$ cat config.mk
export PLATFORM = sky130hd
export DESIGN_NAME = spi_master_core
export DESIGN_NICKNAME = d
export VERILOG_FILES = /design/src/rtl/spi_master_core.sv
export SDC_FILE = /design/constraint.sdc
export NUM_CORES = 1
export LEC_CHECK = 0
export CORE_ASPECT_RATIO = 1.2
export CORE_MARGIN = 2
export CORE_UTILIZATION = 45
export DETAILED_ROUTE_END_ITERATION = 7
export GPL_TIMING_DRIVEN = 0
export PLACE_DENSITY = 0.79
export SLEW_MARGIN = 20
export SYNTH_ARGS = -nofsm -noshare
export SYNTH_HDL_FRONTEND = slang
export SYNTH_SLANG_ARGS = --single-unit
$ cat constraint.sdc
create_clock -name Clk_i -period 1.4 [get_ports Clk_i]
set_input_delay 0.28 -clock Clk_i [delete_from_list [all_inputs] [get_ports Clk_i]]
set_output_delay 0.28 -clock Clk_i [all_outputs]
set_load 0.02 [all_outputs]
$ cat src/rtl/spi_master_core.sv
// Single-byte SPI mode-0 master for two slaves; Ready after 1+18*HALF_PERIOD cycles.
// Requests arriving while busy, or with no slave selected, are dropped.
module spi_master_core #(
    parameter int HALF_PERIOD = 2
) (
    input  logic       Clk_i,
    input  logic       Rst_i,
    input  logic       strobe,
    input  logic [1:0] ss,
    input  logic [7:0] toXmit,
    output logic [7:0] Rcvd,
    output logic       Ready,
    output logic       busy,
    output logic       SCLK,
    output logic       MOSI,
    input  logic       MISO,
    output logic [1:0] SS_n
);

    typedef enum logic [2:0] {IDLE, SETUP, SHIFT, HOLD, DONE} state_t;

    localparam int CW = (HALF_PERIOD > 1) ? $clog2(HALF_PERIOD) : 1;
    localparam logic [CW-1:0] CNT_LAST = CW'(HALF_PERIOD - 1);

    state_t        state;
    state_t        state_nx;
    logic [CW-1:0] cnt;
    logic [3:0]    half;
    logic          strobe_q;
    logic [7:0]    shreg;
    logic          miso_q;
    logic          accept;
    logic          half_end;
    logic [1:0]    sel_in;

    assign accept   = (state == IDLE) && strobe && !strobe_q && (ss != 2'b00);
    assign half_end = (cnt == CNT_LAST);
    // Both selects requested at once resolves to slave 0.
    assign sel_in   = (ss == 2'b11) ? 2'b01 : ss;

    always_ff @(posedge Clk_i) begin
        if (Rst_i) state <= IDLE;
        else       state <= state_nx;
    end

    always_comb begin
        state_nx = state;
        case (state)
            IDLE:    if (accept) state_nx = SETUP;
            SETUP:   if (half_end) state_nx = SHIFT;
            SHIFT:   if (half_end && half == 4'd15) state_nx = HOLD;
            HOLD:    if (half_end) state_nx = DONE;
            DONE:    state_nx = IDLE;
            default: state_nx = IDLE;
        endcase
    end

    always_ff @(posedge Clk_i) begin
        if (Rst_i) begin
            strobe_q <= 1'b0;
            cnt      <= '0;
            half     <= '0;
            shreg    <= '0;
            miso_q   <= 1'b0;
            Rcvd     <= '0;
            Ready    <= 1'b0;
            busy     <= 1'b0;
            SCLK     <= 1'b0;
            MOSI     <= 1'b0;
            SS_n     <= 2'b11;
        end else begin
            strobe_q <= strobe;
            if (state == IDLE || half_end) cnt <= '0;
            else                           cnt <= cnt + 1'b1;

            case (state)
                IDLE: begin
                    if (accept) begin
                        shreg <= toXmit;
                        SS_n  <= ~sel_in;
                        MOSI  <= toXmit[7];
                        Ready <= 1'b0;
                        busy  <= 1'b1;
                        half  <= '0;
                    end
                end
                SHIFT: begin
                    if (half_end) begin
                        half <= half + 1'b1;
                        SCLK <= ~SCLK;
                        // Even half-periods end on a rising SCLK, odd ones on a falling SCLK.
                        if (!half[0]) begin
                            miso_q <= MISO;
                        end else begin
                            shreg <= {shreg[6:0], miso_q};
                            MOSI  <= shreg[6];
                        end
                    end
                end
                DONE: begin
                    SS_n  <= 2'b11;
                    Rcvd  <= shreg;
                    Ready <= 1'b1;
                    busy  <= 1'b0;
                end
                default: ;
            endcase
        end
    end

endmodule

Yosys cells after proc, flatten, opt, wreduce, memory -nomap -nowiden. Cells that the tools add are included.

Reductions and logical operators: 17. Order comparisons: 0. Equal/unequal tests: 12. Shifts and indexed selects: 0. Muxes and demuxes: 23. $add $sub $neg: 2. Div/mod/pow operators: 0. Bitwise logic cells: 3. Multipliers: 0.

Operator list (count): 8-bit two-way mux (3); 8-bit case mux with 2 select lines (1); 3-bit two-way mux (4); 2-bit != test (second input constant) (6); 3-bit case mux with 4 select lines (1); 4-bit two-way mux (2); 4-bit case mux with 2 select lines (1); 4-bit AND reduction (2); 3-bit by 2-bit equality test with 1-bit output (second input constant) (2); 1-bit case mux with 2 select lines (3); 3-bit AND reduction (2); 2-bit nonzero test (3); 1-bit two-way mux (5); 4-bit by 1-bit adder with 4-bit output (second input constant) (1); 4-bit equality test (second input constant) (1); 1-bit logical AND (4); 2-bit two-way mux (2); 2-bit case mux with 2 select lines (1); 2-bit AND reduction (2); 3-bit by 1-bit equality test with 1-bit output (second input constant) (1); 3-bit equality test (second input constant) (1); 3-bit logical NOT (1); 2-bit equality test (second input constant) (1); 1-bit NOT (2); 5 further kinds (5).

Memory bits (read-only): 0. Register bits after elaboration: 32. Output and inout port bits: 14. Bits in writable memories: 0. Memories kept: 0. Latch bits: 0.

Longest topological paths before layout. Gate-level depths: netlist (run 1).

Depth in word-level cells: 6. Depth in mapped cells: 6.

Least setup slack after synthesis (run 1). No wires, ideal clock.

Path kind: register to register. Start: reg state[2]. End: reg half[3]. Data arrival time: 1.301 ns. Required time: 1.308 ns. Path slack: 0.006 ns. Cell stages (with the launch flop): 6. Cells stage by stage: dfxtp_1 nor2_4 and2_4 buf_12 or4b_1 o32ai_1.

Word-level cells in the longest chain between the ends: 6.

RTL lines: start: declaration (line 25) `state_t state;`; start signal: assignment (line 43) `else state <= state_nx;`; 3-bit logical NOT (line 36, 76); 1-bit logical AND (3 in a row) (line 36) `assign accept = (state == IDLE) && strobe && !strobe_q && (ss != 2'b00);`; 2-bit != test (no line); 3-bit AND reduction (no line); end signal: assignment (line 89) `half <= half + 1'b1;`; end: declaration (line 28) `logic [3:0] half;`.

Several ways; a longest one is shown, not always the timed one. A chain may end at the register's enable or synchronous reset.

Worst setup path after layout (run 1).
Start: reg state[2]. End: reg shreg[4].

Word-level cells in the longest chain between the ends: 6.

RTL lines: 3-bit logical NOT (line 36, 76); 1-bit logical AND (3 in a row) (line 36); 2-bit != test (no line); 4-bit AND reduction (no line); end signal: assignment (line 79) `shreg <= toXmit;`; end signal: assignment (line 95) `shreg <= {shreg[6:0], miso_q};`; end: declaration (line 30) `logic [7:0] shreg;`.

Several ways; a longest one is shown, not always the timed one.

==> reports/summary.txt, run 1 <==
Rows - 21
Layout cells sized above 1 - 30.34%
Initial antenna violation count - 0
Failing checks - negative setup slack
Detailed Route Iter0 Violations - 21
Maximum VDD drop - 820.6 uV
Vias - 1138
Status - finished, violations left
Routing usage on met2 - 32.08%
Final hold vios - 0
Longest Clk Path Bufs - 2
Hold Startpoint - strobe
Design Area, Final - 1853 um^2
Final HPWL from detailed placement - 2045 um
Worst-Margin Slew - 0.6183 ns
Total grt overflow - 0
Placer Congestion - 0.8227
Setup TNS - -0.005449 ns
Sequential cell area fraction in the yosys report - 45.30%
Area grow syn2layout - 35.25%
Fin crit share - 100.4%
RR Startpoint - state[2]$_SDFFE_PP0P_
Relative slew slack - 58.78%
PortBufs - 27
Final setup violation count - 1
CTS root buffer - clkbuf_4
TritonRoute pass-1 iters - 4
Final WS setup - -0.005449 ns
Routed len/inst - 14.67 um
# DRC - 0
Ys async rst share - 0%
Starting density of the core - 48.28%
Worst Clk Skew - 0.009028 ns
First-pass GRT wire length - 4926 um
Met1 usage - 21.47%
Cell taking the most area after synthesis - dfxtp_1
Critical Path Start Type - flip-flop
Minimum clock period - 1.405 ns
Chip width - 54.37 um
FMAX - 711.5 MHz
Vias in the first global route - 1163
PD cells - 922.8 nW/um^2
Final Max Tran Viols - 0
Avg Cell Area, Syn - 10.54 um^2
Antenna Cells - 0
Die Ht - 64.45 um
Yosys top cell area share - 45.30%
GRT Util Overall - 19.47%
Layout Nets - 192
Static Leak - 0.0007491 uW
Cts hold-fix bufs - 0
Ports - 28
RSZ-0062 raised after global routing - true
Yosys cell types - 39
Core area - 2838 um^2
HP Class - input pin to flip-flop
Filler Cell Count - 226
DP Worst Slack - -0.5123 ns
Setup crit end kind - flip-flop
Post-route ant nets - 0
Total of max-cap violations - 0
Worst-skew pair later-pin latency - 0.33 ns
Clock sinks - 31
Met3 GRT Util - 7.834%
Most Used Layer, Global Route - met2
Primary FF master, synth - dfxtp_1
Gate Count Post-Synth - 130
Die area - 3504 um^2
CTS tree - done
Commonest non-fill, non-tap cell in the layout - dfxtp_1
Crit Path Class - flip-flop to flip-flop
Placed cell area - 1683 um^2
Crit. Startpoint - state[2]$_SDFFE_PP0P_
Critical Path Fanout Max - 4
Vias per cell - 5.368
Commonest cells after routing, fill and taps aside - dfxtp_1, nor2_1, mux2i_1, dlygate4sd2_1, buf_4
Final wirelength - 3109 um
Synthesized cell area - 1370 um^2
Clock-pin slew on the worst setup and hold paths - 0.10 ns
Ys Warns - 0
Post-synth EDFFs - 0
Critical Path AT - 1.66 ns
Largest net degree at the start of global routing - 11
Yosys reg bits - 31
Crit path required time - 1.66 ns
Synth area leaders - dfxtp_1, mux2i_1, a211oi_2
Synth Net Count - 145
CTS buffer count - 5
Number of H-tree levels - 2
[state kept, by name, indices dropped and copies added (netlist names)]
signal    cells
Ready         1
state         3
SS_n          2
half          4
cnt           1
shreg         7
Rcvd          8
busy          1
miso_q        1
strobe_q      1
MOSI          1
SCLK          1
[power breakdown]
| part | internal, uW | switching, uW |
|---|---|---|
| Clock | 186 | 315 |
| Sequential | 912 | 34.6 |
| Combinational | 140 | 122 |
[cells in the mapped netlist, types with 2 or more instances]
cell type  count
dfxtp_1       31
nor2_1        22
mux2i_1       17
a211oi_2       8
a21oi_1        6
nor3_1         4
buf_6          3
nand2_1        3
nor2b_1        3
nand3_1        2
nor2_2         2
o21ai_0        2
[timing repair]
action                     4_1_cts  5_1_grt
pin swaps                        7        2
hold endpoints to repair         0        0
gates resized for setup         30        9
setup endpoints to repair       35       19
cloned                           1        0
buffers inserted                10        5
[per-stage QoR]
stage	cells	hold WS, ns	utilization, %	power [uW]
finish	212	0.2991	65.30	1710
global route	212	0.3473	65.30	1784
CTS	208	0.3049	64.02	1712
detailed placement	191	0.4834	59.30	1192
global placement	191	0.4520	59.30	1184
floorplan	130	0.4082	-	1103
[path summary, 6_finish.rpt]
| path | slack [ns] | to | cells after the start |
|---|---|---|---|
| min | 0.30 | strobe_q$_SDFF_PP0_ | 2 |
| max reg2reg | -0.005 | shreg[4]$_SDFFE_PP0P_ | 5 |
| max | -0.005 | shreg[4]$_SDFFE_PP0P_ | 5 |
| min reg2reg | 0.49 | cnt$_SDFF_PP0_ | 1 |
[metal layers]
metal | part of all wire [%] | vias to the layer above
met3 | 5.8 | 6
met1 | 41 | 536
met5 | 0 | -
li1 | - | 561
met2 | 51 | 35
met4 | 1.3 | 0
[logic make-up (layout without fill, tap and decap cells)]
group / after synthesis / after routing / synth area share, %
flip-flops: 31 / 31 / 45.30
AND/OR/NAND/NOR: 49 / 49 / 20.55
buffers and inverters: 8 / 56 / 5.296
AO/OA/AOI/OAI: 22 / 22 / 14.25
XOR/XNOR: 2 / 2 / 1.279
multiplexers: 17 / 17 / 12.42
adder cells (fa/ha/maj): 1 / 1 / 0.9131
[final cells by class]
class	count	area, um^2	share of cell area (%)
clock buffers	5	37.54	2.026
repair buffers	42	372.9	20.12
well taps	34	42.54	2.296
multi-input cells	91	701.9	37.88
clock inverters	3	15.01	0.8103
inverters	1	3.754	0.2026
flip-flops and latches	31	633.1	34.17
plain buffers	5	46.29	2.498
[worst max-delay path, stage by stage, from the launching register on]
cell and delay [ns]:
dfxtp_4 0.37, and4bb_4 0.36, a32o_2 0.22, buf_4 0.14
nor2_1 0.05, a211oi_2 0.18
No activity file was read; power rests on OpenSTA's default activity.
==> run 2, diff against run 1 <==
--- a/config.mk
+++ b/config.mk
@@ -5,6 +5,7 @@
 export SDC_FILE = /design/constraint.sdc
 export NUM_CORES = 1
 export LEC_CHECK = 0
+export CAP_MARGIN = 20
 export CORE_ASPECT_RATIO = 1.2
 export CORE_MARGIN = 2
 export CORE_UTILIZATION = 45
==> results of run 2 <==
Final layout, timing and power as in run 1 (identical DEF).
==> variant 1, RTL diff (flow settings as in run 2) <==
Change the parameter `HALF_PERIOD` from 2 to 4.
--- a/src/rtl/spi_master_core.sv
+++ b/src/rtl/spi_master_core.sv
@@ -1,7 +1,7 @@
 // Single-byte SPI mode-0 master for two slaves; Ready after 1+18*HALF_PERIOD cycles.
 // Requests arriving while busy, or with no slave selected, are dropped.
 module spi_master_core #(
-    parameter int HALF_PERIOD = 2
+    parameter int HALF_PERIOD = 4
 ) (
     input  logic       Clk_i,
     input  logic       Rst_i,
Function: changed (a bounded check fails within 10 cycles, from zero or initial values and one cycle with Rst_i high).
==> variant 1 against run 2 <==
The flow still finishes with violations (negative setup slack); global-route usage grew 2.8 points; cell area grew 7.2%; wire length grew 19%; total power grew 20%; sequential cell count grew 1; combinational power grew 40%; clock power grew 39%; area after synthesis shrank 1.4%; worst setup slack lost 290 ps; cell count grew 12%; critical path depth grew 1; clock skew grew 4.9 ps; sequential power grew 4.4%; largest cell class unchanged.
==> variant 1: results (changes against run 2) <==
Run status
  • Outcome: finished with violations
  • Failing checks: negative setup slack

Final layout
  • Non-clk bufs: 46 (-2.1%)
  • Layout cells sized above 1: 28.1% (-2.3 points)
  • Layout non-clock buf frac: 20.6% (-2.0 points)
  • Nets: 218 (+14%)
  • FILL cells: 221 (-2.2%)
  • Clock-cell share of area: 3.84% (+1.0 points)
  • Sequential cell area share: 32.6% (-1.5 points)
  • Multi-input logic area: 807 sq um (+15%)
  • Number of clock buffers in the layout: 6 (+1)
  • Seq cells: 32 (+3.2%)
  • Multi-input gate count: 116 (+27%)

Detailed routing
  • Iter 0 DRT Violations: 34 (+62%)
  • Met1 wire length: 1430 um (+11%)
  • Wire length per cell: 15.6 um (+6.1%)
  • Met2 WL: 2030 um (+27%)
  • Met3 WL: 168 um (-7.2%)

Timing
  • Setup ws final: -297 ps (-291 ps)
  • Worst slew margin: 59.9% (+1.1 points)
  • Clock Skew: 14.0 ps (+4.95 ps)
  • Setup TNS: -4130 ps (-4120 ps)
  • Final setup violation count: 17 (+16)
  • Hold_ws: 443 ps (+144 ps)

Logic synthesis
  • Post-synthesis xor/xnor area fraction: 1.30% (+0.018 points)
  • Distinct cells, synth: 35 (-10%)
  • Area contributors post-synth: dfxtp_1, nand2_1, a21oi_1, a311oi_1, nor2_1
  • Most frequent cells after synthesis: nand2_1, dfxtp_1, a21oi_1
  • Sequential area share after synthesis: 47.4% (+2.1 points)
  • Post-synthesis compound-gate area fraction: 19.2% (+4.9 points)
  • Post-synthesis mux area share: 0% (-12 points)
  • Adder-Cell Fraction of Synth Area: 1.85% (+0.94 points)
  • Syn Nets: 175 (+21%)

Critical path
  • CP top delay family: compound AO/OA/AOI/OAI gates
  • Reg2reg path depth: 6 (+1)
  • Critical path data arrival time: 1940 ps (+280 ps)
  • Crit Path Max Fanout: 8 (+4)
  • Worst setup path endpoint: shreg[5]$_SDFFE_PP0P_
  • Slowest CP cell: or3_4

GRT
  • Vias in the first global route: 1277 (+9.8%)

Power
  • VDD IR max: 1.02 mV (+25%)
  • Leakage: 0.773 nW (+3.2%)

Worst hold path
  • Min-Delay Endpoint: cnt[0]$_SDFF_PP0_
  • Worst min-delay path startpoint: cnt[0]$_SDFF_PP0_
  • WHS Path Cells: 1 (-1)

Placement
  • DP HPWL: 2340 um (+15%)
  • Dpl ws: -703 ps (-191 ps)

Clock network
  • Post-CTS setup repair buffer count: 9 (-1)
[variant 1: cell types whose count changed after synthesis, moves of 7 or more]
cell      before  now
clkbuf_1       1    8
nand2_1        3   37
a211oi_2       8    1
a21oi_1        6   22
nor2_1        22    9
mux2i_1       17    0
a311oi_1       0    8
[variant 1: stage by stage]
stage	power (W)	area, sq um	cells
2_1_floorplan	0.00116	1370	159
3_3_place_gp	0.00125	1680	220
3_5_place_dp	0.00126	1680	220
4_1_cts	0.00199	1870	235
5_1_grt	0.00213	1990	237
6_report	0.00205	1990	237
[variant 1: power breakdown]
group          internal, W  switching [W]  leakage (nW)
Combinational     0.000192       0.000174         0.469
Clock             0.000374       0.000324        0.0422
Sequential        0.000953      0.0000357         0.262
[variant 1: per-layer routing]
metal / vias up / global-route usage [%]
li1: 651 / -
met1: 657 / 24.3
met2: 36 / 38.0
met3: 7 / 5.37
met4: 0 / 12.2
met5: - / 0
==> variant 2, RTL diff (settings of run 2) <==
Without the edit above. The 5 states of `state_t` get a one-hot encoding in 5 bits.
--- a/src/rtl/spi_master_core.sv
+++ b/src/rtl/spi_master_core.sv
@@ -17,7 +17,7 @@
     output logic [1:0] SS_n
 );
 
-    typedef enum logic [2:0] {IDLE, SETUP, SHIFT, HOLD, DONE} state_t;
+    typedef enum logic [4:0] {IDLE = 5'b00001, SETUP = 5'b00010, SHIFT = 5'b00100, HOLD = 5'b01000, DONE = 5'b10000} state_t;
 
     localparam int CW = (HALF_PERIOD > 1) ? $clog2(HALF_PERIOD) : 1;
     localparam logic [CW-1:0] CNT_LAST = CW'(HALF_PERIOD - 1);
Behaviour: same outputs for any inputs over 10 cycles, from zero or initial values and one cycle with Rst_i high; not proved beyond that.
==> variant 2 against run 2 <==
Via count rose by 50%; sequential cell count grew 2; the flow finishes with violations (design-rule violations, negative setup slack); area after synthesis rose by 19%; non-clock buffer count up 15; global-route usage grew 3.7 points; critical endpoint is now shreg[2]$_SDFFE_PP0P_; cell area up 31%; wire length rose by 70%; worst setup slack got worse by 690 ps; synthesized cell count rose by 39%.
Power is not compared: it rests on default switching activity, and its combinational part moved more than twofold at a synthesized area within 25%.
==> variant 2: results (changes against run 2) <==
Timing
  • Final setup violation count: 31 (+30)
  • Worst slew margin: 65.8% (+7.0 points)
  • Clock Skew: 6.23 ps (-2.79 ps)
  • Setup TNS: -11630 ps (-11620 ps)
  • Setup ws final: -694 ps (-689 ps)

Clock network
  • Clock root buffer: clkbuf_8
  • Inserted Clock Buffers: 5 (unchanged)
  • Htree depth: 2 (unchanged)
  • Max clock buf depth: 2 (unchanged)
  • Clock transition at path regs: 70 ps (-30 ps)
  • Worst-skew pair later-pin latency: 290 ps (-40 ps)

Placement
  • Placed cells: 244 (+28%)
  • I/O Buffers: 26 (-3.7%)
  • Dpl ws: -785 ps (-272 ps)
  • GP Congestion: 0.865 (+5.2%)
  • DP HPWL: 2560 um (+25%)
  • Placed inst area: 0.00194 sq mm (+15%)

Detailed routing
  • DRC: 2 (+2)
  • WL final: 5300 um (+70%)
  • DRT Pass-1 Iters: 6 (+2)
  • Iter 0 DRT Violations: 108 (+410%)
  • Via Count: 1702 (+50%)

Power
  • Leakage: 1.04 nW
  • VDD IR max: 0.672 mV
  • Switching portion of total power: 36.6%

Logic synthesis
  • Distinct cells, synth: 41 (+5.1%)
  • Gate Count Post-Synth: 181 (+39%)
  • YS warnings: 0 (unchanged)
  • Syn Nets: 196 (+35%)
  • Sequential area share after synthesis: 40.6% (-4.7 points)
  • Area contributors post-synth: dfxtp_1, mux2_4, mux2i_1, o21ai_0, nor2b_1
  • Most frequent cells after synthesis: dfxtp_1, o21ai_0, a21oi_1, nand3_1, nor2_1
  • Asr flop ratio synth: 0% (unchanged)

Run status
  • Outcome: finished with violations
  • Failing checks: design-rule violations, negative setup slack

GRT
  • First-pass GRT wire length: 7390 um (+50%)
  • GRT Total Usage: 23.1% (+3.7 points)
  • Initial antenna violation count: 0 (unchanged)
  • Largest net degree at the start of global routing: 11 (unchanged)
  • Vias in the first global route: 1626 (+40%)

Final layout
  • Top flop regs: Rcvd: 8 flops, shreg: 7 flops, state: 5 flops
  • Fin cells: 273 (+29%)
  • Nets: 250 (+30%)
  • Layout cells sized above 1: 33.5% (+3.1 points)
  • # diodes: 0 (unchanged)

Critical path
  • Crit Path Max Fanout: 8 (+4)
  • Critical path data arrival time: 2270 ps (+610 ps)

Worst hold path
  • Hold WC Path Type: register to register
[variant 2: cell count changes after synthesis, moves of 3 or more]
cell and delta:
nor2b_1 +7, clkbuf_1 +10, nand3_1 +10, mux2_4 +8, nor4b_1 +3, nand2_1 +6, mux2i_1 -7, nor2_1 -10
a211oi_2 -8, a21oi_1 +6, a211oi_1 +5, o21ai_0 +11
[variant 2: layout make-up]
cell class / count / area (sq um)
multi-input combinational: 130 / 1040
buffer: 12 / 101
timing repair buffer: 50 / 479
tap: 37 / 46.3
fill: 242 / 962
clock buffer: 6 / 72.6
clock inverter: 2 / 10.0
inverter: 3 / 15.0
sequential: 33 / 672
[variant 2: timing repair]
item | 4_1_cts | 5_1_grt
buffers inserted | 14 | 7
endpoints found under the setup margin | 45 | 32
pin swaps | 7 | 7
gates cloned | 2 | 1
resized for setup | 48 | 31
[variant 2: cells by family (layout without fill, tap and decap cells)]
group / Yosys count / in the layout / synth area share, %
and+or+nand+nor: 66 / 66 / 22.4
AOI/OAI and AO/OA: 42 / 42 / 15.8
DFF: 33 / 33 / 40.6
muxes: 18 / 18 / 13.5
buffers and inverters: 18 / 73 / 5.23
xor gates and xnor gates: 3 / 3 / 1.61
adders and majority gates: 1 / 1 / 0.769
[variant 2: worst paths after layout]
check	depth (start not counted)	startpoint	slack [ps]	end
min reg2reg	1	SS_n[1]$_SDFFE_PP1P_	460	SS_n[1]$_SDFFE_PP1P_
max	6	state[2]$_SDFFE_PP0P_	-690	shreg[2]$_SDFFE_PP0P_
max reg2reg	6	state[2]$_SDFFE_PP0P_	-690	shreg[2]$_SDFFE_PP0P_
min	1	SS_n[1]$_SDFFE_PP1P_	460	SS_n[1]$_SDFFE_PP1P_
[variant 2: power groups by stage]
stage                     Clock [W]  Combinational (W)  Sequential (W)
after global routing       0.000739            0.00178         0.00123
after CTS                  0.000709            0.00142         0.00117
after floorplan                   0           0.000791         0.00118
after global placement            0            0.00105         0.00118
final                      0.000699            0.00171         0.00122
after detailed placement          0            0.00106         0.00118
[variant 2: per-layer routing]
metal | global-route usage, % | share of wire (%)
met2 | 39.0 | 52
met1 | 26.0 | 36
met4 | 11.4 | 5.1
met5 | 0 | 0
met3 | 6.30 | 6.2
[variant 2: metrics by stage]
step	total power [W]	hold WS, ps
2_1_floorplan	0.00197	408
4_1_cts	0.00330	462
6_report	0.00363	462
3_5_place_dp	0.00224	453
3_3_place_gp	0.00223	448
5_1_grt	0.00375	493
[variant 2: worst max-delay path, cell delays in order, from the launching register on]
cell and delay (ps):
dfxtp_4 350, or4b_4 510, or2_0 220, clkbuf_8 150, a211o_1 280, buf_6 160
mux2_4 300
